<file path="config.mk">
export PLATFORM = sky130hd
export DESIGN_NAME = hazard_stall_controller_flat
export DESIGN_NICKNAME = d
export VERILOG_FILES = /design/src/rtl/hazard_stall_controller_pkg.sv /design/src/rtl/hazard_stall_controller_if.sv /design/src/rtl/hazard_stall_controller_sat_counter.sv /design/src/rtl/hazard_stall_controller.sv /design/src/flat_wrapper.sv
export SDC_FILE = /design/constraint.sdc
export NUM_CORES = 1
export LEC_CHECK = 0
export ABC_AREA = 1
export CORE_MARGIN = 2
export CORE_UTILIZATION = 57
export DETAILED_ROUTE_END_ITERATION = 8
export HOLD_SLACK_MARGIN = 0.06
export PLACE_DENSITY = 0.82
export SLEW_MARGIN = 15
export SYNTH_ARGS = -nofsm -noshare
export SYNTH_HDL_FRONTEND = slang
export SYNTH_SLANG_ARGS = --single-unit
</file>
<file path="constraint.sdc">
create_clock -name clk_i -period 2.76 [get_ports clk_i]
set_clock_uncertainty 0.2 [all_clocks]
set_input_delay 0.414 -clock clk_i [delete_from_list [all_inputs] [get_ports clk_i]]
set_output_delay 0.414 -clock clk_i [all_outputs]
set_load 0.02 [all_outputs]
</file>
<file path="src/rtl/hazard_stall_controller_pkg.sv">
// hazard_stall_controller_pkg: shared pipeline constants and the hazard controller state encoding
package hazard_stall_controller_pkg;
  localparam int REG_W = 5;
  localparam logic [REG_W-1:0] X0 = '0;
  typedef enum logic [1:0] {RUN = 2'd0, LU_STALL = 2'd1, MEM_WAIT = 2'd2} state_t;
endpackage

</file>
<file path="src/rtl/hazard_stall_controller_if.sv">
// hazard_stall_controller_if: ID-stage hazard inputs, pipeline enables/flush/bubble, state and counters
interface hazard_stall_controller_if #(parameter int CNT_W = 32);
  import hazard_stall_controller_pkg::*;
  logic [REG_W-1:0] ID_RS1_i;
  logic [REG_W-1:0] ID_RS2_i;
  logic ID_UseRS2_i;
  logic ID_EX_MemRead_i;
  logic [REG_W-1:0] ID_EX_Rd_i;
  logic Branch_Taken_i;
  logic MemStall_i;
  logic PC_Write_o;
  logic IF_ID_Write_o;
  logic IF_ID_Flush_o;
  logic ID_EX_Bubble_o;
  logic Pipe_Enable_o;
  logic [1:0] State_o;
  logic [CNT_W-1:0] StallCycles_o;
  logic [CNT_W-1:0] Bubbles_o;
  logic [CNT_W-1:0] Flushes_o;
  modport master (
    output ID_RS1_i, ID_RS2_i, ID_UseRS2_i, ID_EX_MemRead_i, ID_EX_Rd_i, Branch_Taken_i, MemStall_i,
    input PC_Write_o, IF_ID_Write_o, IF_ID_Flush_o, ID_EX_Bubble_o, Pipe_Enable_o, State_o,
    input StallCycles_o, Bubbles_o, Flushes_o
  );
  modport slave (
    input ID_RS1_i, ID_RS2_i, ID_UseRS2_i, ID_EX_MemRead_i, ID_EX_Rd_i, Branch_Taken_i, MemStall_i,
    output PC_Write_o, IF_ID_Write_o, IF_ID_Flush_o, ID_EX_Bubble_o, Pipe_Enable_o, State_o,
    output StallCycles_o, Bubbles_o, Flushes_o
  );
endinterface

</file>
<file path="src/rtl/hazard_stall_controller_sat_counter.sv">
// sat_counter: CNT_W-bit up counter with synchronous active-low clear that sticks at all-ones
module sat_counter #(parameter int CNT_W = 32) (
  input  logic             clk_i,
  input  logic             rst_i,
  input  logic             inc_i,
  output logic [CNT_W-1:0] cnt_o
);
  always_ff @(posedge clk_i)
    cnt_o <= !rst_i ? '0 : (inc_i && !(&cnt_o)) ? cnt_o + 1'b1 : cnt_o;
endmodule

</file>
<file path="src/rtl/hazard_stall_controller.sv">
// hazard_stall_controller: load-use bubbles, ID branch flushes and cache-miss freeze with perf counters
module hazard_stall_controller
  import hazard_stall_controller_pkg::*;
#(
  parameter int LOAD_BUBBLES = 1,
  parameter int CNT_W = 32
) (
  input logic clk_i,
  input logic rst_i,
  hazard_stall_controller_if.slave bus
);
  state_t state, ret_state, mode;
  logic [1:0] lu_cnt;
  logic haz, frz, run, bub, flush;
  always_comb begin
    haz = bus.ID_EX_MemRead_i && bus.ID_EX_Rd_i != X0 &&
          (bus.ID_EX_Rd_i == bus.ID_RS1_i || (bus.ID_UseRS2_i && bus.ID_EX_Rd_i == bus.ID_RS2_i));
    frz = rst_i && bus.MemStall_i;
    mode = state == MEM_WAIT ? ret_state : state;
    run = mode != LU_STALL;
    bub = rst_i && !frz && (!run || haz);
    flush = rst_i && !frz && run && !haz && bus.Branch_Taken_i;
  end
  assign bus.PC_Write_o = !frz && !bub;
  assign bus.IF_ID_Write_o = !frz && !bub;
  assign bus.IF_ID_Flush_o = flush;
  assign bus.ID_EX_Bubble_o = bub;
  assign bus.Pipe_Enable_o = !frz;
  assign bus.State_o = state;
  always_ff @(posedge clk_i) begin
    if (!rst_i) begin
      state <= RUN;
      ret_state <= RUN;
      lu_cnt <= '0;
    end else if (bus.MemStall_i) begin
      if (state != MEM_WAIT) begin
        ret_state <= run ? RUN : LU_STALL;
        state <= MEM_WAIT;
      end
    end else if (!run) begin
      lu_cnt <= lu_cnt - 2'd1;
      state <= lu_cnt == 2'd1 ? RUN : LU_STALL;
    end else if (haz && LOAD_BUBBLES > 1) begin
      state <= LU_STALL;
      lu_cnt <= 2'(LOAD_BUBBLES - 1);
    end else begin
      state <= RUN;
    end
  end
  sat_counter #(.CNT_W(CNT_W)) u_stall (.clk_i(clk_i), .rst_i(rst_i), .inc_i(frz), .cnt_o(bus.StallCycles_o));
  sat_counter #(.CNT_W(CNT_W)) u_bub (.clk_i(clk_i), .rst_i(rst_i), .inc_i(bub), .cnt_o(bus.Bubbles_o));
  sat_counter #(.CNT_W(CNT_W)) u_flush (.clk_i(clk_i), .rst_i(rst_i), .inc_i(flush), .cnt_o(bus.Flushes_o));
endmodule

</file>
<file path="src/flat_wrapper.sv">
// flat-port wrapper written by rule: the top's interface ports become plain ports
module hazard_stall_controller_flat import hazard_stall_controller_pkg::*;
#(
  parameter int LOAD_BUBBLES = 1,
  parameter int CNT_W = 32
)
  (clk_i, rst_i, bus_ID_RS1_i, bus_ID_RS2_i, bus_ID_UseRS2_i, bus_ID_EX_MemRead_i, bus_ID_EX_Rd_i, bus_Branch_Taken_i, bus_MemStall_i, bus_PC_Write_o, bus_IF_ID_Write_o, bus_IF_ID_Flush_o, bus_ID_EX_Bubble_o, bus_Pipe_Enable_o, bus_State_o, bus_StallCycles_o, bus_Bubbles_o, bus_Flushes_o);
  hazard_stall_controller_if #(.CNT_W(CNT_W)) bus_i ();
  input logic clk_i;
  input logic rst_i;
  input wire logic [$bits(bus_i.ID_RS1_i)-1:0] bus_ID_RS1_i;
  input wire logic [$bits(bus_i.ID_RS2_i)-1:0] bus_ID_RS2_i;
  input wire logic [$bits(bus_i.ID_UseRS2_i)-1:0] bus_ID_UseRS2_i;
  input wire logic [$bits(bus_i.ID_EX_MemRead_i)-1:0] bus_ID_EX_MemRead_i;
  input wire logic [$bits(bus_i.ID_EX_Rd_i)-1:0] bus_ID_EX_Rd_i;
  input wire logic [$bits(bus_i.Branch_Taken_i)-1:0] bus_Branch_Taken_i;
  input wire logic [$bits(bus_i.MemStall_i)-1:0] bus_MemStall_i;
  output wire logic [$bits(bus_i.PC_Write_o)-1:0] bus_PC_Write_o;
  output wire logic [$bits(bus_i.IF_ID_Write_o)-1:0] bus_IF_ID_Write_o;
  output wire logic [$bits(bus_i.IF_ID_Flush_o)-1:0] bus_IF_ID_Flush_o;
  output wire logic [$bits(bus_i.ID_EX_Bubble_o)-1:0] bus_ID_EX_Bubble_o;
  output wire logic [$bits(bus_i.Pipe_Enable_o)-1:0] bus_Pipe_Enable_o;
  output wire logic [$bits(bus_i.State_o)-1:0] bus_State_o;
  output wire logic [$bits(bus_i.StallCycles_o)-1:0] bus_StallCycles_o;
  output wire logic [$bits(bus_i.Bubbles_o)-1:0] bus_Bubbles_o;
  output wire logic [$bits(bus_i.Flushes_o)-1:0] bus_Flushes_o;
  assign bus_i.ID_RS1_i = bus_ID_RS1_i;
  assign bus_i.ID_RS2_i = bus_ID_RS2_i;
  assign bus_i.ID_UseRS2_i = bus_ID_UseRS2_i;
  assign bus_i.ID_EX_MemRead_i = bus_ID_EX_MemRead_i;
  assign bus_i.ID_EX_Rd_i = bus_ID_EX_Rd_i;
  assign bus_i.Branch_Taken_i = bus_Branch_Taken_i;
  assign bus_i.MemStall_i = bus_MemStall_i;
  assign bus_PC_Write_o = bus_i.PC_Write_o;
  assign bus_IF_ID_Write_o = bus_i.IF_ID_Write_o;
  assign bus_IF_ID_Flush_o = bus_i.IF_ID_Flush_o;
  assign bus_ID_EX_Bubble_o = bus_i.ID_EX_Bubble_o;
  assign bus_Pipe_Enable_o = bus_i.Pipe_Enable_o;
  assign bus_State_o = bus_i.State_o;
  assign bus_StallCycles_o = bus_i.StallCycles_o;
  assign bus_Bubbles_o = bus_i.Bubbles_o;
  assign bus_Flushes_o = bus_i.Flushes_o;
  hazard_stall_controller #(.LOAD_BUBBLES(LOAD_BUBBLES), .CNT_W(CNT_W)) u_core (.clk_i(clk_i), .rst_i(rst_i), .bus(bus_i));
endmodule
</file>
**Yosys cells after proc, flatten, opt, wreduce, memory -nomap -nowiden**

Index checks and enable logic that the tools add are counted.
Widths: inputs -> output; s select.

- Input bits: 21
- Flip-flop bits (word level): 102
- Word-level logic and storage cells: 53
- Output and inout port bits: 103

- Muxes and demuxes: 6
- Equal/unequal tests: 7
- Reductions and logical operators: 28
- Bitwise gates (word level): 2
- Add/subtract/negate cells: 4

Operators with widths:

| operator | number |
|---|---|
| $add 32x1->32 const B | 3 |
| $reduce_and 32->1 | 3 |
| $logic_and 1x1->1 | 13 |
| $eq 5x5->1 | 2 |
| $mux 2 | 4 |
| $logic_not 1->1 | 7 |
| $reduce_bool 5->1 | 1 |
| $ne 2x1->1 const B | 2 |
| $reduce_and 2->1 | 2 |
| $eq 2x1->1 const B | 1 |
| $eq 2x2->1 const B | 1 |
| $logic_or 1x1->1 | 2 |
| $mux 1 | 2 |
| $ne 2x2->1 const B | 1 |
| $not 1->1 | 2 |
| $sub 2x1->2 const B | 1 |

**Depth between registers and ports, before layout**

Gate-level depths: netlist of run 1.

- Word-level depth: 8
- Depth in mapped cells: 14
- Gate-level depth less buffers: 13

**Modules after synthesis**

Synthesis of run 1 repeated with hierarchy kept, for this count alone.

- Cell total of the unflattened synthesis: 1055
- Area, all modules: 6468.7 sq um

Modules (own cells, without submodules):

| module | cells an instance | sequential area each (sq um) | area an instance (sq um) | times used |
|---|---|---|---|---|
| sat_counter | 322 | 640.6 | 1998.2 | 3 |
| hazard_stall_controller | 89 | 100.1 | 474.2 | 1 |

**Least setup slack after synthesis of run 1**

No wires, ideal clock.

- Path type: input -> output
- From: input port rst_i
- To: output port bus_PC_Write_o
- Required time: 2.146 ns
- Arrival: 1.876 ns
- Path slack: 0.270 ns
- Buffers on the path: 3
- Stages: 8
- Path through: inv_2 > nor2_1 > buf_2 > buf_2 > inv_1 > a21oi_1 > nor2_1 > buf_4

- Longest elaborated chain between the ends: 6

Ends and longest elaborated chain:

| element | line | RTL |
|---|---|---|
| start: declaration | flat_wrapper.sv:10 | `input logic rst_i;` |
| $logic_and 1x1->1 | hazard_stall_controller.sv:18 | `frz = rst_i && bus.MemStall_i;` |
| $logic_not 1->1 | hazard_stall_controller.sv:21 | `bub = rst_i && !frz && (!run \|\| haz);` |
| $logic_and 1x1->1 * (2 in a row) | hazard_stall_controller.sv:21 |  |
| named net bus_ID_EX_Bubble_o | flat_wrapper.sv:21 | `output wire logic [$bits(bus_i.ID_EX_Bubble_o)-1:0] bus_ID_EX_Bubble_o;` |
| $logic_not 1->1 * | -- |  |
| $logic_and 1x1->1 * | -- |  |
| end: declaration | flat_wrapper.sv:18 | `output wire logic [$bits(bus_i.PC_Write_o)-1:0] bus_PC_Write_o;` |

Mark *: on every way through the listed nets, which the timed path passes. The rest lies on a longest branch.

**Worst setup path in the final report of run 1**

- From: input port bus_ID_EX_Rd_i[3]
- To: output port bus_PC_Write_o

- Longest elaborated chain between the ends: 8
- Elaborated cells on any way between the ends: 11
- Those cells by class: 2 x eq/ne; 9 x reduce/logical

Ends and longest elaborated chain:

| element | line | RTL |
|---|---|---|
| start: declaration | flat_wrapper.sv:15 | `input wire logic [$bits(bus_i.ID_EX_Rd_i)-1:0] bus_ID_EX_Rd_i;` |
| $eq 5x5->1 | hazard_stall_controller.sv:17 | `(bus.ID_EX_Rd_i == bus.ID_RS1_i \|\| (bus.ID_UseRS2_i && bus.ID_EX_Rd_i == bus.ID_RS2_i));` |
| $logic_and 1x1->1 | hazard_stall_controller.sv:17 |  |
| $logic_or 1x1->1 | hazard_stall_controller.sv:17 |  |
| $logic_and 1x1->1 * | hazard_stall_controller.sv:16 | `haz = bus.ID_EX_MemRead_i && bus.ID_EX_Rd_i != X0 &&` |
| $logic_or 1x1->1 * | hazard_stall_controller.sv:21 |  |
| $logic_and 1x1->1 * | hazard_stall_controller.sv:21 |  |
| $logic_not 1->1 * | hazard_stall_controller.sv:24 | `assign bus.PC_Write_o = !frz && !bub;` |
| $logic_and 1x1->1 * | hazard_stall_controller.sv:24 |  |

Mark *: on every way between the ends. The rest lies on a longest branch, timed or not.

==> reports/metrics.csv, run 1 <==
stage,metric,value,unit
setup_path,Crit. Startpoint,bus_ID_EX_Rd_i[3],
clocking,CTS H-tree lvls,3,
logic_synthesis,Post-Synthesis Cells,1142,
job,number of max-cap violations,0,
setup_path,R2R cell count,12,
timing,Fin Setup TNS,0,ns
timing,Slew Limit Fails,0,
grt,largest net degree at the start of global routing,67,
layout,"commonest non-fill, non-tap cell in the layout",nand2_1,
layout,Final #Nets,1279,
logic_synthesis,sequential fraction of the synthesis area,0.305,
layout,layout cells sized above 1,0.0500,
setup_path,Critical Path End Type,output pin,
min_path,Hold Crit Class,input pin to flip-flop,
layout,area of the multi-input gates,3790,µm²
routing,Final ANT Viol Nets,0,
setup_path,RR Endpoint,u_core.u_stall.cnt_o[14]$_SDFFE_PN0P_,
logic_synthesis,post-synth cell types,36,
layout,most frequent cells in the layout,"nand2_1 (378), nor2_1 (237), inv_1 (155)",
floorplan,Die Width,112,µm
clocking,clk buf depth,2,
placed_design,setup slack at placement,-0.168,ns
logic_synthesis,top post-synthesis cells by area,"dfxtp_1 (31%), nand2_1 (21%), nor2_1 (13%)",
grt,initial antenna violation count,1,
floorplan,I/O Pins,124,
routing,Vias,7147,
grt,first-pass GRT wire length,29100,µm
routing,uppermost layer routed,met4,
timing,Setup-failing EPs final,0,
setup_path,reg2reg start,u_core.u_stall.cnt_o[0]$_SDFFE_PN0P_,
run_status,status,finished clean,
timing,final hold vios,0,
power,leak pwr,3.29,nW
clocking,"CTS clk-pin slew, worst paths",0.07,ns
power,Peak VDD IR,0.312,mV
clocking,hold bufs inserted after CTS,0,
routing,initial drt markers,554,
floorplan,die area,12500,µm²
placed_design,detailed placement HPWL,12500,µm
logic_synthesis,Synth Register Bits,101,
timing,Worst slew margin,0.532,
logic_synthesis,syn nets,1167,
setup_path,Reg2Reg Setup Slack,0.46,ns
grt,gr ovfl total,0,
logic_synthesis,Synth warnings,0,
setup_path,kind of critical path,input pin to output pin,
clocking,CTS tree,done,
placed_design,Final Wtd Congestion,0.952,
placed_design,port bufs,123,
floorplan,Core Rows,39,
logic_synthesis,Synth Area per Inst,5.80,µm²
timing,Setup WS post-layout,0.133,ns
setup_path,type of origin of the critical path,input pin,
logic_synthesis,ys async rst share,0,
logic_synthesis,Post-synth EDFFs,0,
power,PD cells,367,nW/µm²
logic_synthesis,mapped cell area,6630,µm²
logic_synthesis,area share of the largest cell type after synthesis,0.305,
setup_path,Critical Path Sink,bus_PC_Write_o,
layout,area added between synthesis and finish,24.0,%
setup_path,CP Data Arrival Time,2.01,ns
clocking,CTS buffer count,9,
routing,met2 routed WL,8040,µm
grt,GR Util All Layers,0.276,
routing,drt pass-1 iters,5,
floorplan,core area,11400,µm²
logic_synthesis,Synth area leader,dfxtp_1,
routing,WL met3,884,µm
floorplan,Die H,112,µm
routing,DRT met1 WL,7690,µm
layout,final core utilization,0.723,
clocking,clk_lat worst skew,0.36,ns
routing,routed len/inst,12.2,µm
layout,Storage cell area,2020,µm²
routing,vias per cell,5.09,
clocking,clock sinks,101,
logic_synthesis,"Top FF cell, synth",dfxtp_1,
timing,RSZ-0062 raised after global routing,false,
clocking,clock root buffer,clkbuf_16,
timing,crit share post-route,0.952,
layout,Fill cells,1024,
setup_path,WP data required,2.15,ns
floorplan,Initial Util,0.583,
timing,Worst Tran Pin Value,0.703,ns
timing,fmax,0.381,GHz
grt,vias in the first global route,6413,
routing,DRC viols,0,
routing,Total Wirelength,17100,µm
setup_path,Worst Path Max Fanout,3,
timing,post-layout min period,2.63,ns
layer usage:
metal,vias to the layer above,global-route usage
met4,0,0.110
met2,191,0.466
met3,33,0.0392
li1,3749,-
met5,-,0
met1,3174,0.356
through the flow:
| step | hold slack [ns] | cell area, µm² | instances | total power [mW] |
|---|---|---|---|---|
| after global placement | 0.252 | 7900 | 1386 | 1.71 |
| after detailed placement | 0.278 | 7900 | 1386 | 1.71 |
| final | 0.208 | 8220 | 1403 | 3.01 |
| after global routing | 0.214 | 8220 | 1403 | 3.11 |
| after floorplan | 0.229 | 6630 | 1142 | 1.64 |
| after CTS | 0.196 | 8210 | 1402 | 3.04 |
cell usage after synthesis, drive strengths merged (4+ instances only):
master and number:
nor3 24, nand2 381, clkbuf 5, dfxtp 101, buf 29, o21ai 13, inv 159, ha 4
xor2 8, a21oi 36, nand3 63, nor2 246, xnor2 8, nand4 48, nand3b 6
final cells by class:
type | count | area share
antenna | 1 | 0.000305
clock buffer | 11 | 0.0308
clock inverter | 5 | 0.00716
inverter | 160 | 0.0731
multi-input combinational | 847 | 0.461
sequential | 101 | 0.246
tap | 143 | 0.0218
timing repair buffer | 135 | 0.160
timing repair:
item,in CTS,in global routing
gates resized for setup,4,3
endpoints found under the setup margin,4,3
setup buffers,0,0
pin swaps,0,0
how the worst min path moves through the flow:
stage | from | to | slack [ns] | depth (start not counted)
final | rst_i | u_core.u_bub.cnt_o[6]$_SDFFE_PN0P_ | 0.21 | 3
after global routing | rst_i | u_core.u_bub.cnt_o[3]$_SDFFE_PN0P_ | 0.21 | 3
after CTS | rst_i | u_core.u_bub.cnt_o[6]$_SDFFE_PN0P_ | 0.20 | 3
after detailed placement | u_core.lu_cnt[0]$_SDFFE_PN0P_ | u_core.lu_cnt[0]$_SDFFE_PN0P_ | 0.28 | 1
after global placement | u_core.lu_cnt[0]$_SDFFE_PN0P_ | u_core.lu_cnt[0]$_SDFFE_PN0P_ | 0.25 | 1
after floorplan | u_core.lu_cnt[0]$_SDFFE_PN0P_ | u_core.lu_cnt[0]$_SDFFE_PN0P_ | 0.23 | 1
flip-flops by register name, summed over array words and instances, names as in the netlist:
register / cells
u_core.u_bub.cnt_o: 32
u_core.u_flush.cnt_o: 32
u_core.u_stall.cnt_o: 32
u_core.bus.State_o: 2
u_core.lu_cnt: 2
u_core.ret_state: 1
logic make-up (layout without fill, tap and decap cells):
logic type / Yosys count / count (layout) / share of synthesized area
simple gates: 774 / 774 / 0.495
buf+inv: 194 / 311 / 0.125
flops: 101 / 101 / 0.305
compound gates: 53 / 53 / 0.0457
xor+xnor: 16 / 16 / 0.0212
fa+ha+maj: 4 / 4 / 0.00755
other cells: 0 / 1 / 0
worst max-delay path: stages:
cell             delay (ns)
clkdlybuf4s50_1        0.50
inv_1                  0.08
nand2_1                0.06
nand2_1                0.04
nor2_1                 0.13
nand3_1                0.09
nand2_1                0.07
nand2_2                0.08
a21oi_2                0.16
nor2_1                 0.08
clkdlybuf4s15_1        0.30
power by group:
part	switching, mW	total [mW]	internal, mW	leakage (nW)
Sequential	0.00675	1.47	1.46	0.814
Combinational	0.129	0.206	0.0770	2.32
Clock	0.583	1.34	0.753	0.148
Total	0.719	3.01	2.29	3.29
Note: power is estimated with default switching activity, not from simulation.
==> run 2, diff against run 1 <==
--- a/config.mk
+++ b/config.mk
@@ -10,6 +10,7 @@
 export CORE_UTILIZATION = 57
 export DETAILED_ROUTE_END_ITERATION = 8
 export HOLD_SLACK_MARGIN = 0.06
+export MAX_ROUTING_LAYER = met4
 export PLACE_DENSITY = 0.82
 export SLEW_MARGIN = 15
 export SYNTH_ARGS = -nofsm -noshare
==> reports/metrics.csv, run 2 (same netlist as run 1, synthesis figures left out) <==
stage,metric,value,unit,change
power,PD cells,352,nW/µm²,was 367 nW/µm²
floorplan,Core Rows,39,,unchanged
setup_path,Worst Path Max Fanout,3,,unchanged
layout,layout cells sized above 1,0.0485,,was 0.0500
floorplan,Die H,112,µm,unchanged
routing,Vias,7098,,"was 7,147"
timing,Setup WS post-layout,0.146,ns,was 0.133 ns
layout,most frequent cells in the layout,"nand2_1 (378), nor2_1 (237), inv_1 (155)",,unchanged
power,combinational power share,0.071,,was 0.068
clocking,CTS buffer count,9,,unchanged
grt,vias in the first global route,6132,,"was 6,413"
power,Internal,2.20,mW,was 2.29 mW
routing,drt pass-1 iters,6,,was 5
power,switch share,0.237,,was 0.239
placed_design,Final Wtd Congestion,0.961,,was 0.952
min_path,Min-Delay Path Depth,3,,unchanged
placed_design,port bufs,123,,unchanged
routing,Final ANT Viol Nets,0,,unchanged
run_status,status,finished clean,,unchanged
setup_path,R2R cell count,10,,was 12
floorplan,core area,11400,µm²,unchanged
floorplan,die area,12500,µm²,unchanged
power,Peak VDD IR,0.626,mV,was 0.312 mV
setup_path,kind of critical path,input pin to output pin,,unchanged
timing,Setup-failing EPs final,0,,unchanged
setup_path,WP data required,2.15,ns,about the same
timing,Worst Tran Pin Value,0.529,ns,was 0.703 ns
floorplan,I/O Pins,124,,unchanged
clocking,clk buf depth,2,,unchanged
clocking,CTS tree,done,,unchanged
grt,first-pass GRT wire length,28000,µm,"was 29,100 µm"
timing,final hold vios,0,,unchanged
layout,"commonest non-fill, non-tap cell in the layout",nand2_1,,unchanged
floorplan,Initial Util,0.583,,unchanged
placed_design,placed cell areas,7900,µm²,unchanged
power,leak pwr,3.27,nW,was 3.29 nW
setup_path,type of origin of the critical path,input pin,,unchanged
clocking,clock sinks,101,,unchanged
routing,initial drt markers,555,,was 554
routing,vias per cell,5.06,,was 5.09
routing,routed len/inst,11.9,µm,was 12.2 µm
routing,DRC viols,0,,unchanged
clocking,Post-CTS Setup Bufs,0,,unchanged
clocking,clock root buffer,clkbuf_16,,unchanged
clocking,clk_lat worst skew,0.35,ns,was 0.36 ns
layout,Final Cell Area,8180,µm²,was 8220 µm²
grt,GR Util All Layers,0.275,,was 0.276
setup_path,Critical Path End Type,output pin,,unchanged
routing,Total Wirelength,16700,µm,"was 17,100 µm"
min_path,Hold Crit Class,input pin to flip-flop,,unchanged
grt,largest net degree at the start of global routing,56,,was 67
placed_design,setup slack at placement,-0.149,ns,was -0.168 ns
clocking,hold bufs inserted after CTS,0,,unchanged
placed_design,detailed placement HPWL,12300,µm,"was 12,500 µm"
power,Sequential Power Share,0.510,,was 0.488
floorplan,Die Width,112,µm,unchanged
layout,area added between synthesis and finish,23.5,%,was 24.0%
timing,Slew Limit Fails,0,,unchanged
timing,fmax,0.383,GHz,was 0.381 GHz
layout,Largest regs,"u_core.u_bub.cnt_o: 32 flops, u_core.u_flush.cnt_o: 32 flops, u_core.u_stall.cnt_o: 32 flops",,unchanged
job,number of max-cap violations,0,,unchanged
power,final total power,2.88,mW,was 3.01 mW
clocking,CTS H-tree lvls,3,,unchanged
clocking,"CTS clk-pin slew, worst paths",0.06,ns,was 0.07 ns
setup_path,CP Data Arrival Time,2.00,ns,was 2.01 ns
layout,Final #Nets,1279,,unchanged
clocking,cts repair resizes,4,,unchanged
grt,gr ovfl total,0,,unchanged
grt,initial antenna violation count,0,,was 1
timing,RSZ-0062 raised after global routing,false,,unchanged
timing,crit share post-route,0.947,,was 0.952
timing,post-layout min period,2.61,ns,was 2.63 ns
timing,Worst slew margin,0.647,,was 0.532
layout,number of diodes,0,,was 1
power,Clk pwr share,0.419,,was 0.444
power,P_sw,0.683,mW,was 0.719 mW
-- run 2: critical path: stages --
cell,delay (ns)
clkdlybuf4s50_1,0.51
inv_1,0.08
nand2_1,0.06
nand2_1,0.05
nor2_1,0.10
nand3_1,0.09
nand2_1,0.08
nand2_2,0.08
a21oi_2,0.16
nor2_1,0.06
dlygate4sd2_1,0.32
-- run 2: final cells by class --
class	count	area, µm²
inverters	160	601
fillers	1007	3190
multi-input cells	847	3790
repair buffers	135	1310
clock inverters	3	20.0
well taps	143	179
flip-flops and latches	101	2020
clock buffers	13	260
-- run 2: path summary, 6_finish.rpt --
check                                       start                              endpoint  slack [ns]
max                             bus_ID_EX_Rd_i[1]                     bus_IF_ID_Write_o        0.15
min reg2reg         u_core.lu_cnt[0]$_SDFFE_PN0P_         u_core.lu_cnt[0]$_SDFFE_PN0P_        0.26
min                                         rst_i    u_core.u_bub.cnt_o[5]$_SDFFE_PN0P_        0.22
max reg2reg  u_core.u_flush.cnt_o[0]$_SDFFE_PN0P_  u_core.u_flush.cnt_o[1]$_SDFFE_PN0P_        0.49
-- run 2: power by group through the flow --
stage	registers [mW]	logic, mW	clock network [mW]
2_1_floorplan	1.51	0.128	0
3_3_place_gp	1.50	0.203	0
3_5_place_dp	1.50	0.206	0
4_1_cts	1.47	0.205	1.24
5_1_grt	1.47	0.228	1.30
6_report	1.47	0.205	1.21
-- run 2: stage by stage --
stage / hold WS, ns / util / TNS [ns] / std cells
global placement: 0.252 / 0.695 / -0.340 / 1386
CTS: 0.207 / 0.719 / 0 / 1402
detailed placement: 0.254 / 0.695 / -0.474 / 1386
global route: 0.222 / 0.719 / 0 / 1402
floorplan: 0.229 / - / 0 / 1142
finish: 0.219 / 0.719 / 0 / 1402
-- run 2: layer usage --
metal	up-vias	global-route usage	wire length [µm]
met1	3150	0.345	7710
met4	0	0.0757	372
met3	33	0.0599	794
met5	-	-	0
li1	3749	-	-
met2	166	0.451	7820
==> run 3, diff against run 2 <==
--- a/config.mk
+++ b/config.mk
@@ -10,7 +10,6 @@
 export CORE_UTILIZATION = 57
 export DETAILED_ROUTE_END_ITERATION = 8
 export HOLD_SLACK_MARGIN = 0.06
-export MAX_ROUTING_LAYER = met4
 export PLACE_DENSITY = 0.82
 export SLEW_MARGIN = 15
 export SYNTH_ARGS = -nofsm -noshare
==> results of run 3 <==
Same layout as run 1: the final DEF is identical, and so are final timing and power.
